## src/rtl/zeroriscy_bnn_seq_if.sv

```systemverilog
// rtl/zeroriscy_bnn_seq_if.sv - command, issue and result signals of the BNN sequencer
interface zeroriscy_bnn_seq_if;
  logic        cmd_valid_i;
  logic        cmd_ready_o;
  logic [2:0]  cmd_op_i;
  logic [31:0] cmd_addr_i;
  logic [31:0] cmd_data_i;
  logic        bnn_en_o;
  logic [2:0]  bnn_operator_o;
  logic [31:0] bnn_addr_o;
  logic [31:0] bnn_data_o;
  logic [31:0] bnn_result_i;
  logic        res_valid_o;
  logic        res_ready_i;
  logic [31:0] res_data_o;
  logic        idle_o;

  modport slave (
    input  cmd_valid_i, cmd_op_i, cmd_addr_i, cmd_data_i, bnn_result_i, res_ready_i,
    output cmd_ready_o, bnn_en_o, bnn_operator_o, bnn_addr_o, bnn_data_o,
           res_valid_o, res_data_o, idle_o
  );

  modport master (
    output cmd_valid_i, cmd_op_i, cmd_addr_i, cmd_data_i, bnn_result_i, res_ready_i,
    input  cmd_ready_o, bnn_en_o, bnn_operator_o, bnn_addr_o, bnn_data_o,
           res_valid_o, res_data_o, idle_o
  );
endinterface

```

## src/rtl/zeroriscy_bnn_seq.sv

```systemverilog
// rtl/zeroriscy_bnn_seq.sv - command FIFO, spaced issue and result capture for the BNN unit
module zeroriscy_bnn_seq #(
  parameter int CMD_DEPTH = 4,
  parameter int RES_DEPTH = 2
) (
  input  logic               clk,
  input  logic               rst,
  zeroriscy_bnn_seq_if.slave bus
);
  localparam int CAW = $clog2(CMD_DEPTH);
  localparam int RAW = $clog2(RES_DEPTH);
  localparam int RIW = (RAW > 0) ? RAW : 1;
  localparam int CRW = $clog2(RES_DEPTH + 1);
  localparam logic [2:0] OP_ACTIV = 3'd4;
  localparam logic [2:0] OP_IP8   = 3'd5;
  localparam logic [2:0] OP_NOP   = 3'b100;

  typedef enum logic {S_IDLE, S_GAP} state_t;

  state_t         r_state, w_state_nxt;
  logic [1:0]     r_gap_cnt, w_gap_cnt_nxt;
  logic [2:0]     r_cmd_op   [CMD_DEPTH];
  logic [31:0]    r_cmd_addr [CMD_DEPTH];
  logic [31:0]    r_cmd_data [CMD_DEPTH];
  logic [CAW:0]   r_cmd_wptr, r_cmd_rptr;
  logic [31:0]    r_res_mem  [RES_DEPTH];
  logic [RAW:0]   r_res_wptr, r_res_rptr;
  logic [CRW-1:0] r_credits;
  logic [1:0]     r_if_vld;
  logic [1:0]     r_if_cnt [2];

  logic           w_cmd_empty, w_cmd_full, w_push, w_issue, w_head_res, w_gate;
  logic           w_res_empty, w_pop, w_cap;
  logic [2:0]     w_head_op;
  logic [RIW-1:0] w_res_widx, w_res_ridx;

  assign w_cmd_empty = (r_cmd_wptr == r_cmd_rptr);
  assign w_cmd_full  = ((r_cmd_wptr ^ r_cmd_rptr) == (CAW+1)'(CMD_DEPTH));
  assign w_head_op   = r_cmd_op[r_cmd_rptr[CAW-1:0]];
  assign w_head_res  = (w_head_op == OP_ACTIV) || (w_head_op == OP_IP8);
  // A result-producing op may only leave once a result slot is reserved for it
  assign w_gate      = !w_head_res || (r_credits != '0);
  assign w_issue     = (r_state == S_IDLE) && !w_cmd_empty && w_gate;
  assign w_push      = bus.cmd_valid_i && bus.cmd_ready_o;

  assign w_res_empty = (r_res_wptr == r_res_rptr);
  assign w_pop       = !w_res_empty && bus.res_ready_i;
  assign w_res_widx  = RIW'(r_res_wptr % (RAW+1)'(RES_DEPTH));
  assign w_res_ridx  = RIW'(r_res_rptr % (RAW+1)'(RES_DEPTH));
  assign w_cap       = (r_if_vld[0] && (r_if_cnt[0] == 2'd1)) ||
                       (r_if_vld[1] && (r_if_cnt[1] == 2'd1));

  assign bus.cmd_ready_o    = !w_cmd_full || w_issue;
  assign bus.bnn_en_o       = w_issue;
  assign bus.bnn_operator_o = w_issue ? w_head_op : OP_NOP;
  assign bus.bnn_addr_o     = w_issue ? r_cmd_addr[r_cmd_rptr[CAW-1:0]] : 32'd0;
  assign bus.bnn_data_o     = w_issue ? r_cmd_data[r_cmd_rptr[CAW-1:0]] : 32'd0;
  assign bus.res_valid_o    = !w_res_empty;
  assign bus.res_data_o     = w_res_empty ? 32'd0 : r_res_mem[w_res_ridx];
  assign bus.idle_o         = w_cmd_empty && (r_state == S_IDLE) && (r_if_vld == 2'b00);

  always_comb begin
    w_state_nxt   = r_state;
    w_gap_cnt_nxt = r_gap_cnt;
    case (r_state)
      S_IDLE: begin
        if (w_issue && (w_head_op == OP_ACTIV)) begin
          w_state_nxt   = S_GAP;
          w_gap_cnt_nxt = 2'd2;
        end else if (w_issue && (w_head_op == OP_IP8)) begin
          w_state_nxt   = S_GAP;
          w_gap_cnt_nxt = 2'd3;
        end
      end
      S_GAP: begin
        w_gap_cnt_nxt = r_gap_cnt - 2'd1;
        if (r_gap_cnt == 2'd1) w_state_nxt = S_IDLE;
      end
      default: w_state_nxt = S_IDLE;
    endcase
  end

  always_ff @(posedge clk or posedge rst) begin
    if (rst) begin
      r_state    <= S_IDLE;
      r_gap_cnt  <= 2'd0;
      r_cmd_wptr <= '0;
      r_cmd_rptr <= '0;
      r_res_wptr <= '0;
      r_res_rptr <= '0;
      r_credits  <= CRW'(RES_DEPTH);
    end else begin
      r_state   <= w_state_nxt;
      r_gap_cnt <= w_gap_cnt_nxt;
      if (w_push)  r_cmd_wptr <= r_cmd_wptr + 1'b1;
      if (w_issue) r_cmd_rptr <= r_cmd_rptr + 1'b1;
      if (w_cap)   r_res_wptr <= r_res_wptr + 1'b1;
      if (w_pop)   r_res_rptr <= r_res_rptr + 1'b1;
      r_credits <= r_credits - CRW'(w_issue && w_head_res) + CRW'(w_pop);
    end
  end

  // Countdown equals cycles left until the result bus is sampled; slot 1 takes the aged slot 0
  always_ff @(posedge clk or posedge rst) begin
    if (rst) begin
      r_if_vld <= 2'b00;
      for (int i = 0; i < 2; i++) r_if_cnt[i] <= 2'd0;
    end else begin
      for (int i = 0; i < 2; i++) begin
        if (r_if_vld[i]) begin
          r_if_cnt[i] <= r_if_cnt[i] - 2'd1;
          if (r_if_cnt[i] == 2'd1) r_if_vld[i] <= 1'b0;
        end
      end
      if (w_issue && w_head_res) begin
        r_if_vld[0] <= 1'b1;
        r_if_cnt[0] <= (w_head_op == OP_ACTIV) ? 2'd2 : 2'd3;
        r_if_vld[1] <= r_if_vld[0] && (r_if_cnt[0] != 2'd1);
        r_if_cnt[1] <= r_if_cnt[0] - 2'd1;
      end
    end
  end

  always_ff @(posedge clk) begin
    if (w_push) begin
      r_cmd_op[r_cmd_wptr[CAW-1:0]]   <= bus.cmd_op_i;
      r_cmd_addr[r_cmd_wptr[CAW-1:0]] <= bus.cmd_addr_i;
      r_cmd_data[r_cmd_wptr[CAW-1:0]] <= bus.cmd_data_i;
    end
    if (w_cap) r_res_mem[w_res_widx] <= bus.bnn_result_i;
  end
endmodule

```

## src/flat_wrapper.sv

```systemverilog
// flat-port wrapper written by rule: the top's interface ports become plain ports
module zeroriscy_bnn_seq_flat 
#(
  parameter int CMD_DEPTH = 4,
  parameter int RES_DEPTH = 2
)
  (clk, rst, bus_cmd_valid_i, bus_cmd_op_i, bus_cmd_addr_i, bus_cmd_data_i, bus_bnn_result_i, bus_res_ready_i, bus_cmd_ready_o, bus_bnn_en_o, bus_bnn_operator_o, bus_bnn_addr_o, bus_bnn_data_o, bus_res_valid_o, bus_res_data_o, bus_idle_o);
  zeroriscy_bnn_seq_if bus_i ();
  input  logic clk;
  input  logic rst;
  input wire logic [$bits(bus_i.cmd_valid_i)-1:0] bus_cmd_valid_i;
  input wire logic [$bits(bus_i.cmd_op_i)-1:0] bus_cmd_op_i;
  input wire logic [$bits(bus_i.cmd_addr_i)-1:0] bus_cmd_addr_i;
  input wire logic [$bits(bus_i.cmd_data_i)-1:0] bus_cmd_data_i;
  input wire logic [$bits(bus_i.bnn_result_i)-1:0] bus_bnn_result_i;
  input wire logic [$bits(bus_i.res_ready_i)-1:0] bus_res_ready_i;
  output wire logic [$bits(bus_i.cmd_ready_o)-1:0] bus_cmd_ready_o;
  output wire logic [$bits(bus_i.bnn_en_o)-1:0] bus_bnn_en_o;
  output wire logic [$bits(bus_i.bnn_operator_o)-1:0] bus_bnn_operator_o;
  output wire logic [$bits(bus_i.bnn_addr_o)-1:0] bus_bnn_addr_o;
  output wire logic [$bits(bus_i.bnn_data_o)-1:0] bus_bnn_data_o;
  output wire logic [$bits(bus_i.res_valid_o)-1:0] bus_res_valid_o;
  output wire logic [$bits(bus_i.res_data_o)-1:0] bus_res_data_o;
  output wire logic [$bits(bus_i.idle_o)-1:0] bus_idle_o;
  assign bus_i.cmd_valid_i = bus_cmd_valid_i;
  assign bus_i.cmd_op_i = bus_cmd_op_i;
  assign bus_i.cmd_addr_i = bus_cmd_addr_i;
  assign bus_i.cmd_data_i = bus_cmd_data_i;
  assign bus_i.bnn_result_i = bus_bnn_result_i;
  assign bus_i.res_ready_i = bus_res_ready_i;
  assign bus_cmd_ready_o = bus_i.cmd_ready_o;
  assign bus_bnn_en_o = bus_i.bnn_en_o;
  assign bus_bnn_operator_o = bus_i.bnn_operator_o;
  assign bus_bnn_addr_o = bus_i.bnn_addr_o;
  assign bus_bnn_data_o = bus_i.bnn_data_o;
  assign bus_res_valid_o = bus_i.res_valid_o;
  assign bus_res_data_o = bus_i.res_data_o;
  assign bus_idle_o = bus_i.idle_o;
  zeroriscy_bnn_seq #(.CMD_DEPTH(CMD_DEPTH), .RES_DEPTH(RES_DEPTH)) u_core (.clk(clk), .rst(rst), .bus(bus_i));
endmodule
```

## config.mk

```make
export PLATFORM = sky130hd
export DESIGN_NAME = zeroriscy_bnn_seq_flat
export DESIGN_NICKNAME = d
export VERILOG_FILES = /design/src/rtl/zeroriscy_bnn_seq_if.sv /design/src/rtl/zeroriscy_bnn_seq.sv /design/src/flat_wrapper.sv
export SDC_FILE = /design/constraint.sdc
export NUM_CORES = 1
export LEC_CHECK = 0
export BUFFER_PORTS_ARGS = -buffer_cell sky130_fd_sc_hd__buf_2
export CAP_MARGIN = 15
export CORE_MARGIN = 1
export CORE_UTILIZATION = 25
export CTS_CLUSTER_DIAMETER = 40
export DETAILED_ROUTE_END_ITERATION = 7
export GPL_TIMING_DRIVEN = 0
export PLACE_DENSITY_LB_ADDON = 0.12
export SYNTH_ARGS = -nofsm -noshare
export SYNTH_HDL_FRONTEND = slang
export SYNTH_SLANG_ARGS = --single-unit
```

## constraint.sdc

```tcl
create_clock -name clk -period 4.7 [get_ports clk]
set_input_delay 1.41 -clock clk [delete_from_list [all_inputs] [get_ports clk]]
set_output_delay 1.41 -clock clk [all_outputs]
set_load 0.02 [all_outputs]
```

==> impl_metrics.tcl <==
set metrics [dict create \
    crit_buf_inv 4 \
    hpwl_um 19510 \
    power_frac_seq 0.307 \
    antenna_left 0 \
    wl_um 32280 \
    dieArea_sq_um 55980 \
    crit_fanout 10 \
    finClkSkew_ps 18.90 \
    max-clock-path-buffers 3 \
    setup_tns_ps 0 \
    cts_sinks 353 \
    relSlewSlack 0.3318 \
    power_density_nw_per_um2 810.6 \
    hp-class "reg -> reg" \
    finalCritPeriodShare 0.9407 \
    portBuffers 205 \
    wl_per_cell_um 18.85 \
    yosysWarningCount 0 \
    layout_commonest_cell "edfxtp_1" \
    synth_compound_area_frac 0.009820 \
    grt_pass1_wl_um 48590 \
    tightest_slew_ps 1002 \
    drcViolationCount 0 \
    design_area_sq_um 18220 \
    coreArea_sq_um 54130 \
    max-cap-violations 0 \
    dieWidth_um 236.6 \
    clock.fmax_ghz 0.2262 \
    die_h_um 236.6 \
    cts_tree "built" \
    synth.area.mux_share 0.1404 \
    yosys_register_bits 353 \
    cts-buffers-inserted 69 \
    critPathTopFamily "buffers and inverters" \
    detail_route.vias_per_cell 4.225 \
    synth_nets 790 \
    synth_top_family_by_area "multiplexers" \
    grt_pass1_vias 7839 \
    gp_congestion 0.6830 \
    grt_max_degree 41 \
    grt.total_usage 0.1174 \
    dp_cells 1585 \
    row_count 85 \
    drtIter0Drc 306 \
    power_mw 14.77 \
    worst_skew_pair.late_latency_ps 580 \
    pwr-share-comb 0.357 \
    layout_common_cells "edfxtp_1, buf_2, clkbuf_16, mux4_2, and2_1" \
    p_clk_frac 0.335 \
    hold_violations 0 \
    p_int_mw 9.629 \
    hold_depth 1 \
    switching_share 0.3479 \
    num-fill-cells 5223 \
    grt_setup_unrepaired "no" \
    crit_chain "buf_6 > clkbuf_1 > clkbuf_1 > mux4_2 > and2_1 > buf_2" \
    synth_xor_area_frac 0.01082 \
    timing.hold.ws_ps 480.6 \
    first_pass_iters 4 \
    dpl_worst_slack_ps 622.0 \
    dpl-instance-area_sq_um 15840 \
    worst-endpoint-arrival_ps 3010 \
    maxSlewViolCount 0 \
    antenna_found_initial 9 \
    grt_overflow 0 \
    setup-violations-final 0 \
    area_growth_pct 32.38 \
    clk_pin_slew_worst_paths_ps 50 \
    crit_path_frequent_cell "clkbuf_1" \
    reg2regPathDepth 6 \
    ys_seq_area_frac 0.7628 \
    finalNonFillerCells 1712 \
    synth_cell_types 41 \
    start_util 0.2542 \
    ioPinCount 206 \
    ir_drop_v 0.0003558 \
    outcome "finished clean" \
    leakagePower_nw 6.661 \
    synthSimpleGateAreaFrac 0.05410 \
    synthCells 678 \
    crit_cells 6 \
    synth_area_per_cell_sq_um 20.30 \
    worstSetupPathType "reg -> out" \
    synth_area_sq_um 13760 \
    setup_ws_ps 278.6 \
    vias 7233 \
    htreeDepth 3 \
    cp_slowest_stage_delay_ps 600 \
    drive_gt1_frac 0.4138 \
    end_kind "output pin" \
    worst_path_max_delay_cell "clkbuf_1" \
    yosys.area_share.adder 0.008183 \
    crit_required_ps 3290 \
    min_period_ps 4421 \
    cts_root_buffer "clkbuf_16" \
    startpoint_type "flip-flop" \
    power.switching_mw 5.137 \
    final_util 0.3365 \
    nNetsFinal 1072 \
]
==> state kept, by name, indices dropped and copies added, names as in the netlist <==
register           cells
u_core.r_cmd_data    128
u_core.r_state         1
u_core.r_cmd_op       12
u_core.r_res_wptr      2
u_core.r_res_mem      64
u_core.r_credits       2
u_core.r_cmd_wptr      3
u_core.r_gap_cnt       2
u_core.r_if_vld        2
u_core.r_res_rptr      2
u_core.r_cmd_rptr      3
u_core.r_cmd_addr    128
u_core.r_if_cnt        4
==> cells by family (layout without fill, tap and decap cells) <==
logic type | count (synthesis) | after routing
buf+inv | 44 | 381
fa+ha+maj | 9 | 9
flops | 353 | 353
other cells | 0 | 1
xor+xnor | 17 | 17
mux | 108 | 108
compound gates | 16 | 16
simple gates | 131 | 131
==> path summary, 6_finish.rpt <==
path                       slack, ps                  endpoint                  from
max                              280        bus_bnn_data_o[23]  u_core.r_cmd_rptr[1]
min                              480      u_core.r_res_wptr[1]  u_core.r_res_wptr[1]
max reg2reg                     1720  u_core.r_cmd_addr[0][31]  u_core.r_cmd_rptr[1]
min reg2reg                      480      u_core.r_res_wptr[1]  u_core.r_res_wptr[1]
max in group asynchronous       3070            u_core.r_state                   rst
min in group asynchronous       1040      u_core.r_res_rptr[0]                   rst
==> synth_stat cells <==
cell type  number  area share
a2bb2oi_1       2      0.0013
xnor2_1        11      0.0070
nand3b_1        2      0.0011
a22oi_1         1     0.00055
a32o_1          1     0.00073
o311ai_2        2      0.0024
and4_1          1     0.00064
buf_1           2     0.00055
inv_1          12      0.0033
and2_1         67       0.030
buf_2           7      0.0025
nand2_1         3     0.00082
nand2b_1        3      0.0014
and3b_1         3      0.0019
nand3_4         1      0.0013
o21ai_0         2     0.00073
nand3_2         1     0.00073
mux2i_1        37       0.027
nor4_1          1     0.00045
mux4_2         67        0.11
clkbuf_1       20      0.0055
buf_6           2      0.0016
o211ai_1        2      0.0011
a21oi_1         1     0.00036
or4_1           1     0.00055
nand3_1         1     0.00036
inv_4           1     0.00045
nor2b_1         4      0.0018
ha_1            9      0.0082
or2_1           1     0.00045
mux2_4          2      0.0022
a31oi_1         3      0.0014
dfstp_2         1      0.0019
mux2_2          2      0.0016
edfxtp_1      332        0.72
nand4_1         4      0.0018
o22ai_1         1     0.00045
xor2_1          6      0.0038
dfrtp_1        20       0.036
nor2_1         38       0.010
a31oi_2         1     0.00091
==> metal layers <==
| layer | vias up | wire length (um) | GRT usage |
|---|---|---|---|
| met3 | 83 | 2208 | 0.04908 |
| met2 | 194 | 15220 | 0.1830 |
| met5 | - | 92 | 0 |
| li1 | 3287 | - | - |
| met1 | 3655 | 13900 | 0.1448 |
| met4 | 14 | 849 | 0.04408 |
==> worst register-to-register path: cells and delay by family, from the launching register on <==
kind                   cells  cell delay, ps
flip-flops                 1             360
buffers and inverters      2             510
multiplexers               1             350
AO/OA/AOI/OAI              1             230
AND/OR/NAND/NOR            2            1190
==> what timing repair did <==
item                       in CTS  in global routing
setup endpoints to repair       5                 15
setup buffers                   0                  0
hold buffers                    0                  0
hold endpoints to repair        0                  0
gates resized for setup         1                  3
==> power groups by stage <==
stage                     Sequential, mW  Combinational, mW  Clock [mW]
after CTS                           4.55               5.50        5.09
after global placement              4.71               5.37           0
after detailed placement            4.60               5.48           0
after floorplan                     4.57               3.49           0
final                               4.54               5.28        4.95
after global routing                4.61               5.80        5.22
==> cell type report <==
cell class / instances / area, sq um / area share
diodes: 1 / 2.502 / 0.0001374
plain buffers: 31 / 142.6 / 0.007830
clock buffers: 79 / 1827 / 0.1003
clock inverters: 47 / 538.0 / 0.02954
inverters: 13 / 51.30 / 0.002816
multi-input cells: 281 / 3119 / 0.1712
flip-flops and latches: 353 / 10500 / 0.5762
well taps: 696 / 870.8 / 0.04781
repair buffers: 211 / 1169 / 0.06415
Note: power is estimated with default switching activity, not from simulation.
